**config.mk**
```make
export PLATFORM = sky130hd
export DESIGN_NAME = alu3_cdb_broadcast_flat
export DESIGN_NICKNAME = d
export VERILOG_FILES = /design/src/rtl/alu3_cdb_broadcast_pkg.sv /design/src/rtl/alu3_cdb_broadcast_if.sv /design/src/rtl/alu3_cdb_fifo.sv /design/src/rtl/alu3_cdb_broadcast.sv /design/src/flat_wrapper.sv
export SDC_FILE = /design/constraint.sdc
export NUM_CORES = 1
export LEC_CHECK = 0
export BUFFER_PORTS_ARGS = -buffer_cell sky130_fd_sc_hd__buf_2
export CAP_MARGIN = 25
export CORE_UTILIZATION = 58
export CTS_CLUSTER_DIAMETER = 200
export CTS_CLUSTER_SIZE = 16
export DETAILED_ROUTE_END_ITERATION = 10
export PLACE_DENSITY = 0.79
export SLEW_MARGIN = 20
export SYNTH_ARGS = -nofsm -noshare
export SYNTH_HDL_FRONTEND = slang
export SYNTH_SLANG_ARGS = --single-unit
```
**constraint.sdc**
```tcl
create_clock -name iCLOCK -period 5.6 [get_ports iCLOCK]
set_input_delay 0 -clock iCLOCK [delete_from_list [all_inputs] [get_ports iCLOCK]]
set_output_delay 0 -clock iCLOCK [all_outputs]
set_load 0.02 [all_outputs]
```
**src/rtl/alu3_cdb_broadcast_pkg.sv**
```systemverilog
// Shared types and widths for the ALU3 common-data-bus transmit block.
package alu3_cdb_broadcast_pkg;

   localparam int REGNAME_W = 6;
   localparam int TAG_W     = 6;
   localparam int DATA_W    = 32;
   localparam int EXPTR_W   = 4;

   // One buffered result as it travels from the ALU3 stage onto the CDB.
   typedef struct packed {
      logic [REGNAME_W-1:0] regname;
      logic                 sysreg;
      logic                 writeback;
      logic [DATA_W-1:0]    data;
      logic [TAG_W-1:0]     tag;
      logic                 ordered;
   } cdb_payload_t;

   localparam int PAYLOAD_W = $bits(cdb_payload_t);

   // Next in-order execution pointer; wraps naturally at 2**EXPTR_W.
   function automatic logic [EXPTR_W-1:0] exptr_next(input logic [EXPTR_W-1:0] ptr);
      return ptr + EXPTR_W'(1);
   endfunction

endpackage

```
**src/rtl/alu3_cdb_broadcast_if.sv**
```systemverilog
// Result-in / CDB-out bundle of the ALU3 broadcast block.
interface alu3_cdb_broadcast_if;
   import alu3_cdb_broadcast_pkg::*;

   logic                 iFLUSH;
   logic                 iRESULT_VALID;
   logic                 oRESULT_BUSY;
   logic [REGNAME_W-1:0] iRESULT_DESTINATION_REGNAME;
   logic                 iRESULT_DESTINATION_SYSREG;
   logic                 iRESULT_WRITEBACK;
   logic [DATA_W-1:0]    iRESULT_DATA;
   logic [TAG_W-1:0]     iRESULT_COMMIT_TAG;
   logic                 iRESULT_EX_ORDERED;
   logic                 iCOMMIT_BUSY;
   logic                 oCDB_VALID;
   logic [REGNAME_W-1:0] oCDB_DESTINATION_REGNAME;
   logic                 oCDB_DESTINATION_SYSREG;
   logic                 oCDB_WRITEBACK;
   logic [DATA_W-1:0]    oCDB_DATA;
   logic [TAG_W-1:0]     oCDB_COMMIT_TAG;
   logic [EXPTR_W-1:0]   oEX_EXECUTION_POINTER;

   // Producer / consumer environment side.
   modport master (
      output iFLUSH, iRESULT_VALID, iRESULT_DESTINATION_REGNAME, iRESULT_DESTINATION_SYSREG,
             iRESULT_WRITEBACK, iRESULT_DATA, iRESULT_COMMIT_TAG, iRESULT_EX_ORDERED, iCOMMIT_BUSY,
      input  oRESULT_BUSY, oCDB_VALID, oCDB_DESTINATION_REGNAME, oCDB_DESTINATION_SYSREG,
             oCDB_WRITEBACK, oCDB_DATA, oCDB_COMMIT_TAG, oEX_EXECUTION_POINTER
   );

   // Broadcast block side.
   modport slave (
      input  iFLUSH, iRESULT_VALID, iRESULT_DESTINATION_REGNAME, iRESULT_DESTINATION_SYSREG,
             iRESULT_WRITEBACK, iRESULT_DATA, iRESULT_COMMIT_TAG, iRESULT_EX_ORDERED, iCOMMIT_BUSY,
      output oRESULT_BUSY, oCDB_VALID, oCDB_DESTINATION_REGNAME, oCDB_DESTINATION_SYSREG,
             oCDB_WRITEBACK, oCDB_DATA, oCDB_COMMIT_TAG, oEX_EXECUTION_POINTER
   );

endinterface

```
**src/rtl/alu3_cdb_fifo.sv**
```systemverilog
// Generic synchronous FIFO; head is read combinationally, storage is
// zeroed on reset and on clear so an empty FIFO presents an all-zero head.
module alu3_cdb_fifo #(
   parameter int DEPTH = 4,
   parameter int WIDTH = 47,
   parameter int PTR_W = $clog2(DEPTH)
) (
   input  logic             clk_i,
   input  logic             rst_i,
   input  logic             clr_i,
   input  logic             push_i,
   input  logic             pop_i,
   input  logic [WIDTH-1:0] wdata_i,
   output logic [WIDTH-1:0] rdata_o,
   output logic             full_o,
   output logic             empty_o,
   output logic [PTR_W:0]   count_o
);

   localparam logic [PTR_W:0] DEPTH_CNT = (PTR_W+1)'(DEPTH);

   logic [WIDTH-1:0] mem_q [DEPTH];
   logic [PTR_W-1:0] wr_ptr_q, wr_ptr_d;
   logic [PTR_W-1:0] rd_ptr_q, rd_ptr_d;
   logic [PTR_W:0]   count_q, count_d;
   logic             push_s, pop_s;

   assign full_o  = (count_q == DEPTH_CNT);
   assign empty_o = (count_q == {(PTR_W+1){1'b0}});
   assign count_o = count_q;
   assign rdata_o = mem_q[rd_ptr_q];
   assign push_s  = push_i & ~full_o;
   assign pop_s   = pop_i & ~empty_o;

   // Next pointers and occupancy from the accepted push/pop pair.
   always_comb begin
      wr_ptr_d = wr_ptr_q;
      rd_ptr_d = rd_ptr_q;
      count_d  = count_q;
      if (push_s) begin
         wr_ptr_d = wr_ptr_q + PTR_W'(1);
      end else begin
         wr_ptr_d = wr_ptr_q;
      end
      if (pop_s) begin
         rd_ptr_d = rd_ptr_q + PTR_W'(1);
      end else begin
         rd_ptr_d = rd_ptr_q;
      end
      case ({push_s, pop_s})
         2'b10:   count_d = count_q + (PTR_W+1)'(1);
         2'b01:   count_d = count_q - (PTR_W+1)'(1);
         default: count_d = count_q;
      endcase
   end

   // State and storage update; reset and clear both empty and zero the FIFO.
   always_ff @(posedge clk_i) begin
      if (rst_i || clr_i) begin
         wr_ptr_q <= {PTR_W{1'b0}};
         rd_ptr_q <= {PTR_W{1'b0}};
         count_q  <= {(PTR_W+1){1'b0}};
         for (int i = 0; i < DEPTH; i++) begin
            mem_q[i] <= {WIDTH{1'b0}};
         end
      end else begin
         wr_ptr_q <= wr_ptr_d;
         rd_ptr_q <= rd_ptr_d;
         count_q  <= count_d;
         if (push_s) begin
            mem_q[wr_ptr_q] <= wdata_i;
         end
      end
   end

endmodule

```
**src/rtl/alu3_cdb_broadcast.sv**
```systemverilog
// ALU3 CDB transmit end: buffers results in order, broadcasts the head when
// commit is not busy, and advances the in-order execution pointer on every
// broadcast of an ordered result.
module alu3_cdb_broadcast
   import alu3_cdb_broadcast_pkg::*;
#(
   parameter int DEPTH = 4,
   parameter int PTR_W = 2
) (
   input  logic                 iCLOCK,
   input  logic                 iRESET_SYNC,
   alu3_cdb_broadcast_if.slave  bus
);

   cdb_payload_t       wdata_s;
   cdb_payload_t       head_s;
   logic               push_s;
   logic               pop_s;
   logic               full_s;
   logic               empty_s;
   logic [PTR_W:0]     count_s;
   logic [EXPTR_W-1:0] exptr_q, exptr_d;

   assign wdata_s = '{regname:   bus.iRESULT_DESTINATION_REGNAME,
                      sysreg:    bus.iRESULT_DESTINATION_SYSREG,
                      writeback: bus.iRESULT_WRITEBACK,
                      data:      bus.iRESULT_DATA,
                      tag:       bus.iRESULT_COMMIT_TAG,
                      ordered:   bus.iRESULT_EX_ORDERED};

   // Busy comes from the registered full flag only, so a full FIFO refuses a
   // push even in a cycle where it also pops.
   assign push_s = bus.iRESULT_VALID & ~full_s;
   assign pop_s  = (count_s != {(PTR_W+1){1'b0}}) & ~empty_s & ~bus.iCOMMIT_BUSY;

   alu3_cdb_fifo #(
      .DEPTH (DEPTH),
      .WIDTH (PAYLOAD_W),
      .PTR_W (PTR_W)
   ) u_fifo (
      .clk_i   (iCLOCK),
      .rst_i   (iRESET_SYNC),
      .clr_i   (bus.iFLUSH),
      .push_i  (push_s),
      .pop_i   (pop_s),
      .wdata_i (wdata_s),
      .rdata_o (head_s),
      .full_o  (full_s),
      .empty_o (empty_s),
      .count_o (count_s)
   );

   // Execution pointer next state: flush clears it, an ordered broadcast bumps it.
   always_comb begin
      exptr_d = exptr_q;
      if (bus.iFLUSH) begin
         exptr_d = {EXPTR_W{1'b0}};
      end else if (pop_s && head_s.ordered) begin
         exptr_d = exptr_next(exptr_q);
      end else begin
         exptr_d = exptr_q;
      end
   end

   // Execution pointer register.
   always_ff @(posedge iCLOCK) begin
      if (iRESET_SYNC) begin
         exptr_q <= {EXPTR_W{1'b0}};
      end else begin
         exptr_q <= exptr_d;
      end
   end

   assign bus.oRESULT_BUSY             = full_s;
   assign bus.oCDB_VALID               = pop_s;
   assign bus.oCDB_DESTINATION_REGNAME = head_s.regname;
   assign bus.oCDB_DESTINATION_SYSREG  = head_s.sysreg;
   assign bus.oCDB_WRITEBACK           = head_s.writeback;
   assign bus.oCDB_DATA                = head_s.data;
   assign bus.oCDB_COMMIT_TAG          = head_s.tag;
   assign bus.oEX_EXECUTION_POINTER    = exptr_q;

endmodule

```
**src/flat_wrapper.sv**
```systemverilog
// flat-port wrapper written by rule: the top's interface ports become plain ports
module alu3_cdb_broadcast_flat import alu3_cdb_broadcast_pkg::*;
#(
   parameter int DEPTH = 4,
   parameter int PTR_W = 2
)
  (iCLOCK, iRESET_SYNC, bus_iFLUSH, bus_iRESULT_VALID, bus_iRESULT_DESTINATION_REGNAME, bus_iRESULT_DESTINATION_SYSREG, bus_iRESULT_WRITEBACK, bus_iRESULT_DATA, bus_iRESULT_COMMIT_TAG, bus_iRESULT_EX_ORDERED, bus_iCOMMIT_BUSY, bus_oRESULT_BUSY, bus_oCDB_VALID, bus_oCDB_DESTINATION_REGNAME, bus_oCDB_DESTINATION_SYSREG, bus_oCDB_WRITEBACK, bus_oCDB_DATA, bus_oCDB_COMMIT_TAG, bus_oEX_EXECUTION_POINTER);
  alu3_cdb_broadcast_if bus_i ();
  input  logic iCLOCK;
  input  logic iRESET_SYNC;
  input wire logic [$bits(bus_i.iFLUSH)-1:0] bus_iFLUSH;
  input wire logic [$bits(bus_i.iRESULT_VALID)-1:0] bus_iRESULT_VALID;
  input wire logic [$bits(bus_i.iRESULT_DESTINATION_REGNAME)-1:0] bus_iRESULT_DESTINATION_REGNAME;
  input wire logic [$bits(bus_i.iRESULT_DESTINATION_SYSREG)-1:0] bus_iRESULT_DESTINATION_SYSREG;
  input wire logic [$bits(bus_i.iRESULT_WRITEBACK)-1:0] bus_iRESULT_WRITEBACK;
  input wire logic [$bits(bus_i.iRESULT_DATA)-1:0] bus_iRESULT_DATA;
  input wire logic [$bits(bus_i.iRESULT_COMMIT_TAG)-1:0] bus_iRESULT_COMMIT_TAG;
  input wire logic [$bits(bus_i.iRESULT_EX_ORDERED)-1:0] bus_iRESULT_EX_ORDERED;
  input wire logic [$bits(bus_i.iCOMMIT_BUSY)-1:0] bus_iCOMMIT_BUSY;
  output wire logic [$bits(bus_i.oRESULT_BUSY)-1:0] bus_oRESULT_BUSY;
  output wire logic [$bits(bus_i.oCDB_VALID)-1:0] bus_oCDB_VALID;
  output wire logic [$bits(bus_i.oCDB_DESTINATION_REGNAME)-1:0] bus_oCDB_DESTINATION_REGNAME;
  output wire logic [$bits(bus_i.oCDB_DESTINATION_SYSREG)-1:0] bus_oCDB_DESTINATION_SYSREG;
  output wire logic [$bits(bus_i.oCDB_WRITEBACK)-1:0] bus_oCDB_WRITEBACK;
  output wire logic [$bits(bus_i.oCDB_DATA)-1:0] bus_oCDB_DATA;
  output wire logic [$bits(bus_i.oCDB_COMMIT_TAG)-1:0] bus_oCDB_COMMIT_TAG;
  output wire logic [$bits(bus_i.oEX_EXECUTION_POINTER)-1:0] bus_oEX_EXECUTION_POINTER;
  assign bus_i.iFLUSH = bus_iFLUSH;
  assign bus_i.iRESULT_VALID = bus_iRESULT_VALID;
  assign bus_i.iRESULT_DESTINATION_REGNAME = bus_iRESULT_DESTINATION_REGNAME;
  assign bus_i.iRESULT_DESTINATION_SYSREG = bus_iRESULT_DESTINATION_SYSREG;
  assign bus_i.iRESULT_WRITEBACK = bus_iRESULT_WRITEBACK;
  assign bus_i.iRESULT_DATA = bus_iRESULT_DATA;
  assign bus_i.iRESULT_COMMIT_TAG = bus_iRESULT_COMMIT_TAG;
  assign bus_i.iRESULT_EX_ORDERED = bus_iRESULT_EX_ORDERED;
  assign bus_i.iCOMMIT_BUSY = bus_iCOMMIT_BUSY;
  assign bus_oRESULT_BUSY = bus_i.oRESULT_BUSY;
  assign bus_oCDB_VALID = bus_i.oCDB_VALID;
  assign bus_oCDB_DESTINATION_REGNAME = bus_i.oCDB_DESTINATION_REGNAME;
  assign bus_oCDB_DESTINATION_SYSREG = bus_i.oCDB_DESTINATION_SYSREG;
  assign bus_oCDB_WRITEBACK = bus_i.oCDB_WRITEBACK;
  assign bus_oCDB_DATA = bus_i.oCDB_DATA;
  assign bus_oCDB_COMMIT_TAG = bus_i.oCDB_COMMIT_TAG;
  assign bus_oEX_EXECUTION_POINTER = bus_i.oEX_EXECUTION_POINTER;
  alu3_cdb_broadcast #(.DEPTH(DEPTH), .PTR_W(PTR_W)) u_core (.iCLOCK(iCLOCK), .iRESET_SYNC(iRESET_SYNC), .bus(bus_i));
endmodule
```
==> flow_summary.json, run 1 <==
{
  "vias": 4960,
  "ir_drop_mv": 0.196,
  "clk_path_buf_depth": 3,
  "worstHoldPathType": "in2reg",
  "io_buffer_count": 103,
  "power_switching_share_pct": 21.1,
  "insertion_delay_ps": 460,
  "cts_tree": "built",
  "dp_slack_ps": 2840,
  "cellPowerDensity_nw_per_um2": 288,
  "finalHoldViolCount": 0,
  "final.setup.worst_slack_ps": 2760,
  "power_uw": 3020,
  "core_sq_um": 14700,
  "vias_per_cell": 5.66,
  "syn_to_final_growth_pct": 18.2,
  "die_h_microns": 126,
  "path_clk_slew_ps": 70,
  "ys_ff_latch": 201,
  "hpwlAfterDp_mm": 9.17,
  "slew_headroom_pct": 37.4,
  "yosys.area_share.adder_pct": 0.509,
  "drt_iter0_drc": 309,
  "cp.arrival_ps": 2930,
  "fin_skew_ps": 9.50,
  "synth_xor_area_share_pct": 0.198,
  "cts_resized": 0,
  "rsz0062_at_grt": "false",
  "period_minus_slack_ps": 2840,
  "grt_pass1_wl_mm": 27.3,
  "p_clk_share_pct": 34.1,
  "p_leak_uw": 0.00413,
  "seq_area_frac_synth_pct": 66.7,
  "cp-end-kind": "flop",
  "synth_area_leaders": "edfxtp_1 (64%), and2_1 (13%), mux4_2 (12%)",
  "critPathLaunchType": "input pin",
  "num_rows": 44,
  "drive_gt1_share_pct": 27.6,
  "routedWlPerCell_microns": 19.7,
  "seq_power_share_pct": 57.7,
  "finalCritPeriodShare_pct": 50.6,
  "io-pin-count": 104,
  "synthesis.area_sq_um": 8850,
  "p_int_uw": 2380,
  "drv_cap": 0,
  "clock-root-buffer": "clkbuf_16",
  "grt_pass1_vias": 5299,
  "ys_warn_count": 0,
  "finalMaxSlewViolations": 0,
  "worstPathMaxFanout": 48,
  "p_sw_uw": 638,
  "n_antenna_cell": 0,
  "yosysTopAreaCell": "edfxtp_1",
  "synth_top_family_by_area": "simple AND/OR/NAND/NOR gates",
  "synthSimpleGateAreaFrac_pct": 15.8,
  "path_class": "in2reg",
  "overflow": 0,
  "status": "finished with violations",
  "pwr-share-comb_pct": 8.2,
  "synth.distinct_cells": 38,
  "grt_usage_pct": 22.8,
  "muxShareOfSynthArea_pct": 12.2,
  "violations": "design-rule violations",
  "drtPass1Iterations": 8,
  "synth_nets": 591,
  "syn_inst": 536,
  "setup_violations": 0,
  "htree_levels": 1,
  "grt_max_degree": 49,
  "fin_nets": 742,
  "max_slew.worst_pin.slew_ps": 936,
  "synth_top_area_share_pct": 63.8,
  "fmax_mhz": 353,
  "hold_slack_ps": 380,
  "initial_core_util_pct": 60.2,
  "dieArea_sq_um": 15800,
  "drc_errors": 5,
  "antenna_found_initial": 0,
  "die_w_microns": 126,
  "gp_congestion": 0.783,
  "drt_wl_total_mm": 17.3,
  "ant_nets": 0,
  "cts_buffers": 16,
  "avgSynthCellArea_sq_um": 16.5,
  "synth_compound_gate_area_share_pct": 1.29,
  "clock-sinks": 201,
  "worstPathRequired_ps": 5690,
  "setup_tns_ps": 0
}
-- worst max-delay path, cell delays in order --
cell and delay [ps]:
dlygate4sd3_1 540, buf_2 140, nor2_1 720, and4_4 720, nand2b_2 210, buf_4 570
-- worst paths after layout --
path	slack [ps]	from	cells past startpoint	end
worst max-delay path	2760	iRESET_SYNC	6	u_core.u_fifo.mem_q[0][29]
worst min-delay path	380	bus_iRESULT_DATA[29]	3	u_core.u_fifo.mem_q[3][36]
worst max register to register	3070	flop	5	u_core.bus.oEX_EXECUTION_POINTER[3]
worst min register to register	500	u_core.u_fifo.rd_ptr_q[1]	2	flop
-- cell type report --
type                       instances  area [sq um]
timing repair buffer             165          1130
clock buffer                      22           444
tap                              184           230
sequential                       201          5910
clock inverter                     1          8.76
inverter                          10          42.5
multi-input combinational        293          2690
fill                             951          4240
-- cells in the mapped netlist, drive strengths merged --
| master | count |
|---|---|
| a21oi | 7 |
| a311oi | 1 |
| a31o | 1 |
| a31oi | 1 |
| a41o | 1 |
| and2 | 188 |
| and3 | 1 |
| and4 | 1 |
| buf | 24 |
| clkbuf | 8 |
| clkinv | 1 |
| dfxtp | 13 |
| edfxtp | 188 |
| fa | 1 |
| ha | 2 |
| inv | 9 |
| mux2i | 2 |
| mux4 | 47 |
| nand2 | 3 |
| nand2b | 3 |
| nand3 | 2 |
| nand4 | 3 |
| nor2 | 6 |
| nor3 | 3 |
| nor4 | 2 |
| o21a | 1 |
| o21ai | 6 |
| o31ai | 1 |
| or2 | 1 |
| or3 | 5 |
| or3b | 1 |
| or4 | 1 |
| xor2 | 2 |
-- kinds of logic (layout without fill, tap and decap cells) --
kind of cell,Yosys count,in the layout
AND/OR/NAND/NOR,220,220
flip-flops,201,201
multiplexers,49,49
buffers and inverters,42,198
AO/OA/AOI/OAI,19,19
adder cells (fa/ha/maj),3,3
XOR/XNOR,2,2
-- per-layer routing --
| layer | wire, microns | track usage (%) | vias up |
|---|---|---|---|
| met1 | 7000 | 29.2 | 2475 |
| met5 | 0 | 0 | - |
| met3 | 1120 | 3.81 | 27 |
| li1 | - | - | 2274 |
| met4 | 291 | 6.31 | 0 |
| met2 | 8840 | 40.6 | 184 |
-- power by group through the flow --
stage / logic [uW] / clock network [uW] / registers (uW)
5_1_grt: 267 / 1100 / 1750
2_1_floorplan: 138 / 0 / 1770
4_1_cts: 245 / 1050 / 1750
3_5_place_dp: 215 / 0 / 1780
3_3_place_gp: 211 / 0 / 1770
6_report: 249 / 1030 / 1740
-- flip-flops by register name, indices dropped and copies added (netlist names), named ones only --
register                          flops
u_core.bus.oEX_EXECUTION_POINTER      4
u_core.u_fifo.count_o                 3
u_core.u_fifo.mem_q                 188
u_core.u_fifo.rd_ptr_q                2
u_core.u_fifo.wr_ptr_q                2
-- cells in the final DEF (no fill, tap or decap), types with 5 or more instances in the layout --
| cell type | n |
|---|---|
| mux4_2 | 47 |
| buf_4 | 8 |
| buf_2 | 103 |
| dlygate4sd3_1 | 53 |
| and2_1 | 188 |
| edfxtp_1 | 188 |
| or3_1 | 5 |
| inv_1 | 9 |
| nor2_1 | 6 |
| dfxtp_1 | 11 |
| clkbuf_1 | 5 |
| clkbuf_16 | 17 |
| a21oi_1 | 7 |
-- stage by stage --
step / instance area [sq um] / std cells / utilization (%)
after floorplan: 8850 / 536 / -
after global placement: 9450 / 799 / 64.3
after detailed placement: 9450 / 799 / 64.3
after CTS: 10400 / 875 / 71.0
after global routing: 10500 / 876 / 71.2
final: 10500 / 876 / 71.2
-- timing repair --
action,in CTS,in global routing
hold buffers,53,0
buffers inserted,0,0
hold endpoints to repair,201,0
Power figures use the tool's default switching activity.
==> inputs of run 2 (changes only) <==
--- a/config.mk
+++ b/config.mk
@@ -7,11 +7,11 @@
 export LEC_CHECK = 0
 export BUFFER_PORTS_ARGS = -buffer_cell sky130_fd_sc_hd__buf_2
 export CAP_MARGIN = 25
-export CORE_UTILIZATION = 58
+export CORE_UTILIZATION = 53
 export CTS_CLUSTER_DIAMETER = 200
 export CTS_CLUSTER_SIZE = 16
 export DETAILED_ROUTE_END_ITERATION = 10
-export PLACE_DENSITY = 0.79
+export PLACE_DENSITY = 0.76
 export SLEW_MARGIN = 20
 export SYNTH_ARGS = -nofsm -noshare
 export SYNTH_HDL_FRONTEND = slang
==> constraint.sdc (replaced) <==
create_clock -name iCLOCK -period 2.6 [get_ports iCLOCK]
set_input_delay 0 -clock iCLOCK [delete_from_list [all_inputs] [get_ports iCLOCK]]
set_output_delay 0 -clock iCLOCK [all_outputs]
set_load 0.02 [all_outputs]
==> flow_summary.json, run 2 (same netlist as run 1, synthesis figures left out) <==
{
  "cp-end-kind": "flop",
  "cp_num_buf_inv": 1,
  "path_clk_slew_ps": 70,
  "cts_buffers": 16,
  "ir_drop_mv": 0.463,
  "htree_levels": 1,
  "p_leak_uw": 0.00415,
  "nFillCells": 1140,
  "routedWlPerCell_microns": 19.1,
  "cp_cell_sequence": "or3b_4, nand2_1, ha_1, inv_1, fa_1, xor2_1, or3_1, a21oi_1",
  "final_cell_mix": "and2_1 (188), edfxtp_1 (188), buf_2 (103)",
  "fin_cells": 912,
  "finalMaxSlewViolations": 0,
  "period_minus_slack_ps": 2390,
  "cts_tree": "built",
  "top_register": "u_core.u_fifo.mem_q",
  "cts_resized": 0,
  "io_buffer_count": 103,
  "worstHoldPathType": "in2reg",
  "clock-sinks": 201,
  "io-pin-count": 104,
  "cellPowerDensity_nw_per_um2": 619,
  "ant_nets": 0,
  "path_class": "reg2reg",
  "utilization_pct": 65.3,
  "overflow": 0,
  "hpwlAfterDp_mm": 10.1,
  "status": "complete, no violations",
  "rsz0062_at_grt": "false",
  "dp_cells": 838,
  "grt_pass1_wl_mm": 27.5,
  "antenna_found_initial": 0,
  "dieArea_sq_um": 17200,
  "fin_skew_ps": 12.2,
  "fin_nets": 747,
  "vias_per_cell": 5.40,
  "vias": 4923,
  "grt_max_degree": 49,
  "cp_top_family": "simple AND/OR/NAND/NOR gates",
  "insertion_delay_ps": 470,
  "num_rows": 46,
  "max_slew.worst_pin.slew_ps": 933,
  "critPathLaunchType": "flop",
  "finalHoldViolCount": 0,
  "setup_violations": 0,
  "drive_gt1_share_pct": 28.3,
  "drt_iter0_drc": 323,
  "clk_path_buf_depth": 3,
  "syn_to_final_growth_pct": 18.9,
  "post-cts-setup-buffer-count": 0,
  "drv_cap": 0,
  "worstPathRequired_ps": 3000,
  "worstPathMaxFanout": 5,
  "core_sq_um": 16100,
  "drt_wl_total_mm": 17.4,
  "die_w_microns": 131,
  "drtPass1Iterations": 4,
  "cpPeakStageDelay_ps": 440,
  "largest_register_ffs": 188,
  "die_h_microns": 131,
  "grt_usage_pct": 20.9,
  "gp_congestion": 0.771,
  "crit_slowest_cell": "or3b_4",
  "clock-root-buffer": "clkbuf_16",
  "n_antenna_cell": 0,
  "drc_errors": 0,
  "fmax_mhz": 419,
  "initial_core_util_pct": 54.9,
  "slew_headroom_pct": 37.3,
  "grt_pass1_vias": 5152,
  "power_uw": 6520,
  "finalCritPeriodShare_pct": 91.9,
  "cp.arrival_ps": 2790
}
==> run 2: cell count changes in the layout (fill, tap and decap cells not counted) <==
| cell | before | now |
|---|---|---|
| buf_16 | 1 | 0 |
| clkbuf_1 | 5 | 4 |
| buf_12 | 0 | 1 |
| dlygate4sd3_1 | 53 | 52 |
| buf_4 | 8 | 14 |
==> run 2: final timing paths <==
kind | startpoint | end | slack, ps | depth (start not counted)
setup / recovery | u_core.u_fifo.count_o[2] | u_core.u_fifo.count_o[2] | 210 | 8
hold / removal | bus_iRESULT_DATA[8] | u_core.u_fifo.mem_q[0][15] | 380 | 3
setup reg to reg | u_core.u_fifo.count_o[2] | u_core.u_fifo.count_o[2] | 210 | 8
hold reg to reg | u_core.bus.oEX_EXECUTION_POINTER[3] | u_core.bus.oEX_EXECUTION_POINTER[3] | 480 | 2
==> run 2: area by class of cell <==
cell class / count / area [sq um] / share of cell area, %
clock inverters: 1 / 8.76 / 0.0832
inverters: 10 / 42.5 / 0.404
flip-flops and latches: 201 / 5910 / 56.1
clock buffers: 21 / 440 / 4.18
well taps: 216 / 270 / 2.57
repair buffers: 170 / 1160 / 11.0
multi-input cells: 293 / 2690 / 25.6
==> run 2: per-layer routing <==
layer | up-vias | track usage (%) | share of wire (%)
met3 | 18 | 3.05 | 5.3
li1 | 2285 | - | -
met1 | 2476 | 26.3 | 40
met4 | 0 | 5.29 | 1.6
met5 | - | 0 | 0
met2 | 144 | 37.8 | 53
==> run 2: worst register-to-register path: cells and delay by family, from the launching register on <==
family	cells	cell delay (ps)
simple gates	3	930
fa+ha+maj	2	650
flops	1	370
xor+xnor	1	160
compound gates	1	140
buf+inv	1	70
==> run 2: stage by stage <==
stage | worst slack (ps) | instance area, sq um | hold slack, ps | setup TNS [ps]
floorplan | -658 | 8860 | 96.5 | -61870
global placement | 301 | 9560 | 304 | 0
finish | 211 | 10500 | 376 | 0
global route | 60.7 | 10500 | 381 | 0
CTS | 218 | 10500 | 359 | 0
detailed placement | 248 | 9560 | 311 | 0
==> run 2: timing repair <==
item / in CTS / in global routing
endpoints found under the setup margin: 0 / 0
hold buffers: 52 / 0
endpoints found under the hold margin: 201 / 0
==> run 2: where the power goes <==
part | total [uW] | leakage, uW | switching [uW] | internal (uW)
logic | 539 | 0.00173 | 301 | 238
clock network | 2230 | 0.000219 | 1040 | 1190
registers | 3750 | 0.00220 | 47.8 | 3700
total | 6520 | 0.00415 | 1390 | 5120
